$ cat src/rtl/pause_fade.sv
// Pause controller with frame-aligned halting, single-frame step and idle screen dimming.
`default_nettype none

module pause_fade #(
  parameter int RW          = 8,
  parameter int GW          = 8,
  parameter int BW          = 8,
  parameter int NREQ        = 2,
  parameter int CLKSPD      = 12,
  parameter int TICK_CYCLES = CLKSPD * 125000,
  parameter int DIM_SECONDS = 10,
  parameter int MAX_DIM     = 2
) (
  input  logic                  clk_sys,
  input  logic                  reset_n,
  input  logic                  core_reset,
  input  logic                  user_button,
  input  logic                  step_button,
  input  logic [NREQ-1:0]       pause_request,
  input  logic [2:0]            options,
  input  logic                  OSD_STATUS,
  input  logic                  vblank,
  input  logic [RW-1:0]         r,
  input  logic [GW-1:0]         g,
  input  logic [BW-1:0]         b,
  output logic                  pause_cpu,
  output logic [RW+GW+BW-1:0]   rgb_out,
  output logic [1:0]            dim_level
);

  localparam int DIM_TICKS = DIM_SECONDS * 8;
  localparam int PW = (TICK_CYCLES > 1) ? $clog2(TICK_CYCLES) : 1;
  localparam int TW = (DIM_TICKS > 0) ? $clog2(DIM_TICKS + 1) : 1;
  localparam logic [PW-1:0] PRESC_MAX  = PW'(TICK_CYCLES - 1);
  localparam logic [TW-1:0] TICK_LIMIT = TW'(DIM_TICKS);
  localparam logic [TW-1:0] TICK_PRE   = TW'(DIM_TICKS - 1);
  localparam logic [1:0]    DIM_MAX    = 2'(MAX_DIM);

  typedef enum logic [1:0] {
    RUN     = 2'd0,
    PENDING = 2'd1,
    PAUSED  = 2'd2,
    STEP    = 2'd3
  } state_t;

  state_t          state;
  logic            user_pause;
  logic            user_q;
  logic            step_q;
  logic            vblank_q;
  logic [PW-1:0]   presc;
  logic [TW-1:0]   ticks;

  logic osd_hold;
  logic ext_req;
  logic want;
  logic user_rise;
  logic step_rise;
  logic vblank_rise;
  logic step_ok;
  logic dim_active;

  assign osd_hold    = OSD_STATUS & options[0];
  assign ext_req     = |pause_request;
  assign want        = user_pause | ext_req | osd_hold;
  assign user_rise   = user_button & ~user_q;
  assign step_rise   = step_button & ~step_q;
  assign vblank_rise = vblank & ~vblank_q;
  // Stepping only makes sense when the user alone is holding the pause.
  assign step_ok     = step_rise & user_pause & ~ext_req & ~osd_hold;
  assign dim_active  = (state == PAUSED) & options[1];

  assign pause_cpu = (state == PAUSED) & ~core_reset;

  always_ff @(posedge clk_sys or negedge reset_n) begin
    if (!reset_n) begin
      state      <= RUN;
      user_pause <= 1'b0;
      user_q     <= 1'b0;
      step_q     <= 1'b0;
      vblank_q   <= 1'b0;
    end else begin
      user_q   <= user_button;
      step_q   <= step_button;
      vblank_q <= vblank;

      if (core_reset)
        user_pause <= 1'b0;
      else if (user_rise)
        user_pause <= ~user_pause;

      case (state)
        RUN: begin
          if (want)
            state <= options[2] ? PENDING : PAUSED;
        end
        PENDING: begin
          if (!want)
            state <= RUN;
          else if (vblank_rise)
            state <= PAUSED;
        end
        PAUSED: begin
          if (!want)
            state <= RUN;
          else if (step_ok)
            state <= STEP;
        end
        STEP: begin
          if (!want)
            state <= RUN;
          else if (vblank_rise)
            state <= PAUSED;
        end
        default: state <= RUN;
      endcase
    end
  end

  // The eighth-second prescaler and tick count only run while dimming is possible.
  always_ff @(posedge clk_sys or negedge reset_n) begin
    if (!reset_n) begin
      presc     <= '0;
      ticks     <= '0;
      dim_level <= 2'd0;
    end else if (!dim_active) begin
      presc     <= '0;
      ticks     <= '0;
      dim_level <= 2'd0;
    end else if (presc == PRESC_MAX) begin
      presc <= '0;
      if (ticks != TICK_LIMIT) begin
        ticks <= ticks + 1'b1;
        if (ticks == TICK_PRE)
          dim_level <= 2'd1;
      end else if (dim_level != DIM_MAX) begin
        dim_level <= dim_level + 2'd1;
      end
    end else begin
      presc <= presc + 1'b1;
    end
  end

  always_ff @(posedge clk_sys or negedge reset_n) begin
    if (!reset_n)
      rgb_out <= '0;
    else
      rgb_out <= {r >> dim_level, g >> dim_level, b >> dim_level};
  end

endmodule

`default_nettype wire

$ cat config.mk
export PLATFORM = sky130hd
export DESIGN_NAME = pause_fade
export DESIGN_NICKNAME = d
export VERILOG_FILES = /design/src/rtl/pause_fade.sv
export SDC_FILE = /design/constraint.sdc
export NUM_CORES = 1
export LEC_CHECK = 0
export BUFFER_PORTS_ARGS = -buffer_cell sky130_fd_sc_hd__buf_2
export CAP_MARGIN = 15
export CORE_UTILIZATION = 50
export CTS_CLUSTER_SIZE = 30
export DETAILED_ROUTE_END_ITERATION = 16
export PLACE_DENSITY = 0.76
export RECOVER_POWER = 50
export SLEW_MARGIN = 20
export SYNTH_ARGS = -nofsm -noshare
export SYNTH_HDL_FRONTEND = slang
export SYNTH_SLANG_ARGS = --single-unit
$ cat constraint.sdc
create_clock -name clk_sys -period 2.66 [get_ports clk_sys]
set_clock_uncertainty 0.15 [all_clocks]
set_input_delay 0.399 -clock clk_sys [delete_from_list [all_inputs] [get_ports clk_sys]]
set_output_delay 0.399 -clock clk_sys [all_outputs]
set_load 0.01 [all_outputs]
==> key figures, run 1 <==
Routing
  • Wire per inst: 15.09 um
  • ANT nets after route: 0
  • 1st-pass router iterations: 4
  • Initial DRC count: 181
  • Via density: 5.706
  • Final wirelength: 6202 um
  • Vias: 2345
  • # DRC: 0

Yosys
  • Syn nets: 306
  • Top cell type's share of synthesized area: 50.68%
  • Top cells by area, synth: dfrtp_1 (51%), mux4_2 (9.1%), mux2i_1 (3.4%), nor2_1 (3.0%), xor2_1 (3.0%)
  • Synth Instances: 266
  • Post-Synth XOR/XNOR Area: 3.547%
  • Synth Area in Simple Gates: 21.58%
  • Adder-Cell Fraction of Synth Area: 1.689%
  • Ys Warns: 0
  • Syn Area/Cell: 11.14 um^2
  • Seq/Total Area, Yosys: 50.68%
  • Cell Area, Synth: 2963 um^2
  • Synth area leader: dfrtp_1
  • Compound-Gate Fraction of Synth Area: 7.517%
  • #FFs+latches synth: 60
  • Main combinational cell family by area after synthesis: simple AND/OR/NAND/NOR gates
  • Post-synthesis mux area share: 12.50%
  • Post-synthesis cell type count: 40

Critical path
  • R2R Path Start: presc[0]
  • R2R setup slack: 520 ps
  • Worst Setup SP: presc[0]
  • Reg2Reg Capture Point: ticks[5]
  • Critical-path maximum fanout: 8
  • Worst path max stage delay: 570 ps
  • Critical Path End Type: register
  • WP data arrival: 2210 ps
  • Setup CP Type: register to register
  • Critical path's slowest cell: or4_1
  • Worst-path cell chain: ha_1 -> and4_1 -> nand4_2 -> or4_1 -> mux2i_1
  • Required @ worst endpoint: 2730 ps
  • Startpoint types: register
  • Reg2reg path depth: 5

Worst hold path
  • Min-Delay Endpoint: user_q
  • Hold Path Depth: 1
  • Min-delay worst type: input port to register
  • Hold Startpoint: user_button

Die
  • Starting Density: 52.83%
  • Die W: 78.98 um
  • Core Area: 5608 um^2
  • Site Rows: 27
  • Die area: 6238 um^2
  • Die height: 78.98 um
  • Io pins: 63

GRT
  • Gr ovfl total: 0
  • First-pass GRT wire length: 10540 um
  • Initial antenna violation count: 0
  • GRT Resource Usage Total: 22.07%
  • Vias in the first global route: 2246
  • Largest net degree at the start of global routing: 32

Timing
  • Fmax: 468.0 MHz
  • Finish-stage setup viols: 0
  • Total negative slack: 0 ps
  • Slew of the pin with the lowest slew margin: 741.9 ps
  • Crit path time final: 2137 ps
  • Final period util: 80.33%
  • RSZ-0062 raised after global routing: no
  • Slew Viols, Final: 0
  • Relative slew slack: 50.54%
  • Final hold viol count: 0
  • Final Worst Setup Slack: 523.2 ps

Clock network
  • Resize count post-CTS: 0
  • Clock buffer depth: 2
  • Clock Latency Late Sink: 330 ps
  • H-tree Lvls: 3
  • Clock Sinks: 60
  • Total CTS buffers: 9
  • CTS tree: built
  • Root buffer cell: clkbuf_8
  • Worst-path clk slew: 60 ps

Finish
  • Fin area: 3530 um^2
  • Layout cells sized above 1: 21.53%
  • Final Net Count: 374
  • Area growth syn-to-layout: 19.13%
  • Final cell count without fillers: 411
  • ANT cells: 0

Pwr
  • Power per cell area: 573.8 nW/um^2
  • Maximum vdd drop: 0.0003774 V
  • Lkg Pwr: 1.438 nW
  • Overall power: 2.025 mW

Place
  • HPWL Detailed: 4549 um
  • Post-place instance area: 3366 um^2
  • Global placement routability congestion: 0.8008
  • IO buf count: 62
  • Dpl cells: 394
  • DP Worst Slack: 511.6 ps

Outcome
  • Outcome: complete, no violations

Run
  • Max Cap Viol: 0
-- registers in the layout (all words and copies together) (netlist names) --
| name | cells |
|---|---|
| dim_level | 2 |
| presc | 21 |
| user_pause | 1 |
| ticks | 7 |
| step_q | 1 |
| state | 2 |
| vblank_q | 1 |
| rgb_out | 24 |
| user_q | 1 |
-- metrics by stage --
stage / utilization [%] / hold slack (ps)
2_1_floorplan: - / -46.59
3_3_place_gp: 60.02 / 306.4
3_5_place_dp: 60.02 / 321.4
4_1_cts: 63.81 / 10.26
5_1_grt: 62.94 / 16.02
6_report: 62.94 / 32.57
-- where the power goes --
group / total [mW] / leakage (nW) / internal (mW) / switching (mW)
registers: 0.977 / 0.769 / 0.954 / 0.0231
clock network: 0.820 / 0.102 / 0.481 / 0.339
logic: 0.229 / 0.566 / 0.0864 / 0.142
-- cells in the mapped netlist --
library cell,count
nor3_1,4
xor2_1,10
ha_1,4
nor4bb_1,1
a31oi_1,1
and2_1,3
a211oi_1,5
nand2_1,17
or4_1,7
nand4_1,11
mux4_2,12
and4b_1,1
nand2b_1,3
and4_1,5
nor3b_1,2
clkbuf_1,8
or2_2,1
a21oi_1,14
o22ai_1,2
nand3b_1,1
nand3_1,11
nor2_1,24
a31o_2,1
nand4b_1,1
o21ai_0,7
or3_1,6
nor4_1,2
o31ai_1,6
xnor2_1,2
nor2b_1,6
buf_4,1
and3_1,4
and4bb_2,1
dfrtp_1,60
buf_2,2
mux2i_1,10
nand4_2,1
inv_1,7
nor4_2,1
a22oi_1,1
-- final cells by class --
type                       instances  area [um^2]
inverter                           7        26.28
fill                             482         2078
clock buffer                      12        155.1
clock inverter                     4        47.55
timing repair buffer              68        321.6
sequential                        60         1501
tap                               72        90.09
multi-input combinational        188         1388
-- layout by cell type, fill, tap and decap left out, drive strengths merged, types with 2 or more instances in the layout --
cell,n
a21oi,14
and4,5
o31ai,6
and2,3
mux2i,10
nor2b,6
nand3,11
or4,7
or3,6
nand2b,3
inv,7
clkinv,2
o21ai,7
buf,40
dfrtp,60
clkbuf,39
nor3b,2
and3,4
xor2,10
nor4,3
nor3,4
mux4,12
ha,4
nand4,12
nor2,24
nand2,17
a211oi,5
xnor2,2
o22ai,2
-- worst max-delay path: cells and delay by family (launching register included) --
family                   cells  cell delay, ps
AND/OR/NAND/NOR              3            1160
flip-flops                   1             380
adder cells (fa/ha/maj)      1             210
multiplexers                 1             130
-- timing repair --
item,CTS,global route
buffers inserted,0,0
hold buffers,1,0
endpoints found under the hold margin,29,0
-- worst max-delay path by stage --
stage                    to  cells after the start
6_report           ticks[5]                      5
3_5_place_dp       ticks[5]                      5
3_3_place_gp       ticks[5]                      5
2_1_floorplan  dim_level[0]                      8
4_1_cts            ticks[5]                      5
5_1_grt         rgb_out[16]                      3
-- per-layer routing --
metal | track usage [%] | routed length (um)
met1 | 29.78 | 2715
met3 | 5.172 | 337
met4 | 9.636 | 70
met2 | 34.14 | 3079
met5 | 0 | 0
-- cell families after synthesis --
| logic type | Yosys count |
|---|---|
| AND/OR/NAND/NOR | 113 |
| XOR/XNOR | 12 |
| flip-flops | 60 |
| adder cells (fa/ha/maj) | 4 |
| AO/OA/AOI/OAI | 37 |
| buffers and inverters | 18 |
| multiplexers | 22 |
Note: power is estimated with default switching activity, not from simulation.
==> run 2: changes to the inputs <==
==> constraint.sdc (replaced) <==
create_clock -name clk_sys -period 2.1 [get_ports clk_sys]
set_clock_uncertainty 0.15 [all_clocks]
set_input_delay 0.315 -clock clk_sys [delete_from_list [all_inputs] [get_ports clk_sys]]
set_output_delay 0.315 -clock clk_sys [all_outputs]
set_load 0.01 [all_outputs]
==> run 2 against run 1 <==
Effect of this change:
- worst hold slack improved by 44 ps
- fmax up 8.1%
- clock power grew 38%
- via count rose by 2.0%
- critical path type unchanged
==> key figures, run 2 (synthesized netlist as in run 1, its figures left out) <==
Critical path
  • Setup CP Type: register to register
  • Worst Setup EP: presc[18]
  • Critical path's slowest cell: or4_1
  • Reg2Reg Capture Point: presc[18]
  • R2R setup slack: 120 ps
  • WP data arrival: 2080 ps
  • Startpoint types: register
  • R2R Path Start: presc[0]
  • Critical Path End Type: register
  • CP bufs+invs: 0
  • Reg2reg path depth: 5
  • Worst path max stage delay: 470 ps
  • WP depth: 5
  • Worst-path cell chain: ha_2 -> and4_4 -> nand4_1 -> or4_1 -> a21oi_1
  • Top delay family on crit path: simple AND/OR/NAND/NOR gates
  • Required @ worst endpoint: 2210 ps
  • Worst Setup SP: presc[0]
  • Critical-path maximum fanout: 8

Routing
  • 1st-pass router iterations: 4
  • Routed wl met2: 3250 um
  • Wire per inst: 15.55 um
  • Met3 WL: 261 um
  • Highest Signal Layer: met4
  • Via density: 5.706
  • Vias: 2391
  • Final wirelength: 6514 um
  • Initial DRC count: 181
  • M1 WL: 2916 um
  • # DRC: 0
  • ANT nets after route: 0

Outcome
  • Outcome: complete, no violations

Finish
  • Area growth syn-to-layout: 23.31%
  • ANT cells: 0
  • Multi-input logic area: 1403 um^2
  • Reg area: 1501 um^2
  • Final core utilization: 65.15%
  • Most flops, register: rgb_out
  • Fin area: 3654 um^2
  • Max FFs per register: 24
  • Final Net Count: 382
  • Most frequent cells in the layout: dfrtp_1 (60), buf_2 (53), nor2_1 (24)
  • Most common cell after layout, fill and taps aside: dfrtp_1
  • Final cell count without fillers: 419
  • Largest regs: rgb_out x24, presc x21, ticks x7
  • Filler cells: 448
  • Layout cells sized above 1: 28.24%

Die
  • Site Rows: 27
  • Die height: 78.98 um
  • Io pins: 63
  • Core Area: 5608 um^2
  • Starting Density: 52.83%
  • Die area: 6238 um^2
  • Die W: 78.98 um

Timing
  • Crit path time final: 1976 ps
  • Fmax: 506.1 MHz
  • Final hold viol count: 0
  • Final period util: 94.09%
  • Finish-stage setup viols: 0
  • Slew of the pin with the lowest slew margin: 795.6 ps
  • Slew Viols, Final: 0
  • Relative slew slack: 46.96%

Pwr
  • Overall power: 2.673 mW
  • Lkg Pwr: 1.521 nW
  • Maximum vdd drop: 0.0004496 V
  • Power per cell area: 731.8 nW/um^2

Worst hold path
  • Min-delay worst type: input port to register

Clock network
  • Clock Sinks: 60
  • Clock Latency Late Sink: 340 ps
  • Worst-path clk slew: 70 ps
  • H-tree Lvls: 3
  • Total CTS buffers: 9
  • Clock buffer depth: 2
  • CTS tree: built
  • Root buffer cell: clkbuf_8

GRT
  • GRT Resource Usage Total: 23.06%
  • Gr ovfl total: 0
  • Vias in the first global route: 2282
  • Initial antenna violation count: 0
  • Largest net degree at the start of global routing: 61
  • First-pass GRT wire length: 10900 um

Run
  • Max Cap Viol: 0

Place
  • HPWL Detailed: 4551 um
  • IO buf count: 62
  • Global placement routability congestion: 0.8309
  • Post-place instance area: 3388 um^2
  • Dpl cells: 397
[run 2: worst min-delay path by stage]
stage                       start           end  slack [ps]  cells after the start
final                        r[7]   rgb_out[23]          80                      2
after global routing         r[7]   rgb_out[23]          60                      2
after CTS                    g[7]   rgb_out[15]          60                      2
after detailed placement  reset_n      ticks[1]         200                      2
after global placement    reset_n     presc[15]         200                      2
after floorplan           reset_n  dim_level[0]        -130                      0
[run 2: what timing repair did]
action	CTS	global route
hold buffers	5	0
setup buffers	0	1
endpoints found under the hold margin	64	0
setup endpoints to repair	0	7
gates resized for setup	0	5
[run 2: cell type report]
| cell class | count | share of cell area [%] |
|---|---|---|
| inverter | 7 | 0.7192 |
| multi-input combinational | 188 | 38.39 |
| sequential | 60 | 41.10 |
| clock buffer | 10 | 3.493 |
| tap | 72 | 2.466 |
| timing repair buffer | 76 | 11.40 |
| clock inverter | 6 | 2.432 |
[run 2: metal layers]
metal | global-route usage [%] | up-vias
met4 | 8.545 | 0
met5 | 0 | -
met2 | 35.60 | 63
li1 | - | 1139
met3 | 6.782 | 8
met1 | 30.89 | 1181
[run 2: power breakdown]
| group | switching, mW | leakage [nW] | internal, mW | total (mW) |
|---|---|---|---|---|
| Clock | 0.464 | 0.102 | 0.668 | 1.13 |
| Combinational | 0.184 | 0.650 | 0.121 | 0.305 |
| Sequential | 0.0291 | 0.769 | 1.21 | 1.24 |
[run 2: through the flow]
step	TNS (ps)	hold slack [ps]	worst slack [ps]
5_1_grt	-1.771	62.50	-1.771
3_3_place_gp	0	195.1	153.8
4_1_cts	0	61.09	89.54
2_1_floorplan	0	-130.6	5.692
3_5_place_dp	0	196.4	92.17
6_report	0	76.49	124.1
==> run 3: changes to the inputs <==
--- a/config.mk
+++ b/config.mk
@@ -10,8 +10,10 @@
 export CORE_UTILIZATION = 50
 export CTS_CLUSTER_SIZE = 30
 export DETAILED_ROUTE_END_ITERATION = 16
+export GPL_TIMING_DRIVEN = 0
 export PLACE_DENSITY = 0.76
 export RECOVER_POWER = 50
+export REMOVE_ABC_BUFFERS = 1
 export SLEW_MARGIN = 20
 export SYNTH_ARGS = -nofsm -noshare
 export SYNTH_HDL_FRONTEND = slang
==> run 3 against run 2 <==
Effect of this change:
- combinational power grew 2%
- count of clock-buffer cells in the layout rose by 2
- critical path depth unchanged
- power is 3.8% lower
- worst setup slack got worse by 73 ps
- global-route usage decreased by 2.3 points
- worst hold slack lost 2.0 ps
- flip-flop and latch count is the same
- design area is 0.48% higher
- sequential power about the same
- critical endpoint is now ticks[5]
- largest cell class unchanged
==> key figures, run 3 (synthesized netlist as in run 1, its figures left out) <==
Outcome
  • Outcome: complete, no violations

Die
  • Die area: 6238 um^2
  • Io pins: 63
  • Starting Density: 52.83%
  • Core Area: 5608 um^2
  • Die W: 78.98 um
  • Site Rows: 27
  • Die height: 78.98 um

Clock network
  • Clock buffer depth: 2
  • CTS tree: built
  • Worst-path clk slew: 70 ps
  • Clock Latency Late Sink: 340 ps
  • Total CTS buffers: 9
  • Clock Sinks: 60
  • H-tree Lvls: 3
  • Root buffer cell: clkbuf_8

GRT
  • First-pass GRT wire length: 9970 um
  • Initial antenna violation count: 0
  • Largest net degree at the start of global routing: 61
  • Vias in the first global route: 2220
  • GRT Resource Usage Total: 20.80%
  • Gr ovfl total: 0

Finish
  • Final cell count without fillers: 422
  • Final Net Count: 385
  • Most common cell after layout, fill and taps aside: dfrtp_1
  • Area growth syn-to-layout: 23.90%
  • Fin area: 3671 um^2
  • Multi-input logic area: 1441 um^2
  • Final core utilization: 65.46%
  • Most frequent cells in the layout: dfrtp_1 (58), buf_2 (36), clkbuf_1 (32)
  • Most flops, register: rgb_out
  • Reg area: 1509 um^2
  • Largest regs: rgb_out x24, presc x21, ticks x7
  • Layout cells sized above 1: 24.29%
  • ANT cells: 0
  • Max FFs per register: 24
  • Filler cells: 476

Routing
  • Final wirelength: 6241 um
  • # DRC: 0
  • Initial DRC count: 152
  • Via density: 5.763
  • Wire per inst: 14.79 um
  • ANT nets after route: 0
  • Vias: 2432
  • 1st-pass router iterations: 4

Critical path
  • Reg2reg path depth: 5
  • Required @ worst endpoint: 2170 ps
  • R2R setup slack: 50 ps
  • R2R Path Start: presc[0]
  • Reg2Reg Capture Point: ticks[5]
  • Critical Path End Type: register
  • Startpoint types: register
  • Setup CP Type: register to register
  • Worst Setup SP: presc[0]
  • WP data arrival: 2120 ps
  • Worst Setup EP: ticks[5]
  • Critical-path maximum fanout: 8

Place
  • IO buf count: 62
  • Post-place instance area: 3333 um^2
  • HPWL Detailed: 4057 um
  • Dpl cells: 390
  • Global placement routability congestion: 0.8616

Timing
  • Final hold viol count: 0
  • Finish-stage setup viols: 0
  • Slew Viols, Final: 0
  • Fmax: 488.1 MHz
  • Relative slew slack: 50.83%
  • Slew of the pin with the lowest slew margin: 737.5 ps
  • Crit path time final: 2049 ps
  • Hold_ws: 74.52 ps
  • Final period util: 97.55%

Run
  • Max Cap Viol: 0

Worst hold path
  • Min-delay worst type: input port to register

Pwr
  • Maximum vdd drop: 0.0004085 V
  • Power per cell area: 700.4 nW/um^2
  • Lkg Pwr: 1.477 nW
  • Overall power: 2.571 mW
run 3: worst min-delay path by stage:
stage                startpoint  slack (ps)            to  depth (start not counted)
finish                     b[7]          70    rgb_out[7]                          2
CTS                        g[7]          70   rgb_out[15]                          2
global route               g[7]          80   rgb_out[15]                          2
floorplan               reset_n        -130  dim_level[0]                          0
global placement    user_button         290        user_q                          1
detailed placement      reset_n         280      presc[0]                          1
run 3: worst max-delay path: stages (launching register included):
cell,delay [ps]
dfrtp_1,430
ha_4,180
and4_4,270
nand4_2,190
or4_1,570
mux2i_1,140
run 3: routing by layer:
metal / part of all wire, % / global-route usage (%)
met1: 43 / 26.31
met2: 52 / 34.40
met3: 3.5 / 3.563
met4: 1.5 / 10.55
met5: 0 / 0
run 3: through the flow:
stage | setup TNS [ps] | setup slack, ps
global placement | -26480 | -1300
floorplan | -9995 | -490.3
global route | -47.66 | -27.23
finish | 0 | 51.36
CTS | 0 | 10.54
detailed placement | -2004 | -666.5
run 3: what timing repair did:
action / CTS / global route
hold buffers: 5 / 0
resized for setup: 6 / 9
hold endpoints to repair: 64 / 0
endpoints found under the setup margin: 21 / 21
pin swaps: 0 / 5
setup buffers: 1 / 10
run 3: report_power, final:
group | switching, mW | internal [mW]
sequential | 0.0353 | 1.21
combinational | 0.184 | 0.127
clock | 0.438 | 0.579
total | 0.658 | 1.91
run 3: layout make-up:
class,count,area share (%)
sequential,60,41.10
multi-input combinational,188,39.26
timing repair buffer,79,11.18
clock buffer,12,3.954
tap,72,2.454
clock inverter,4,1.329
inverter,7,0.7157
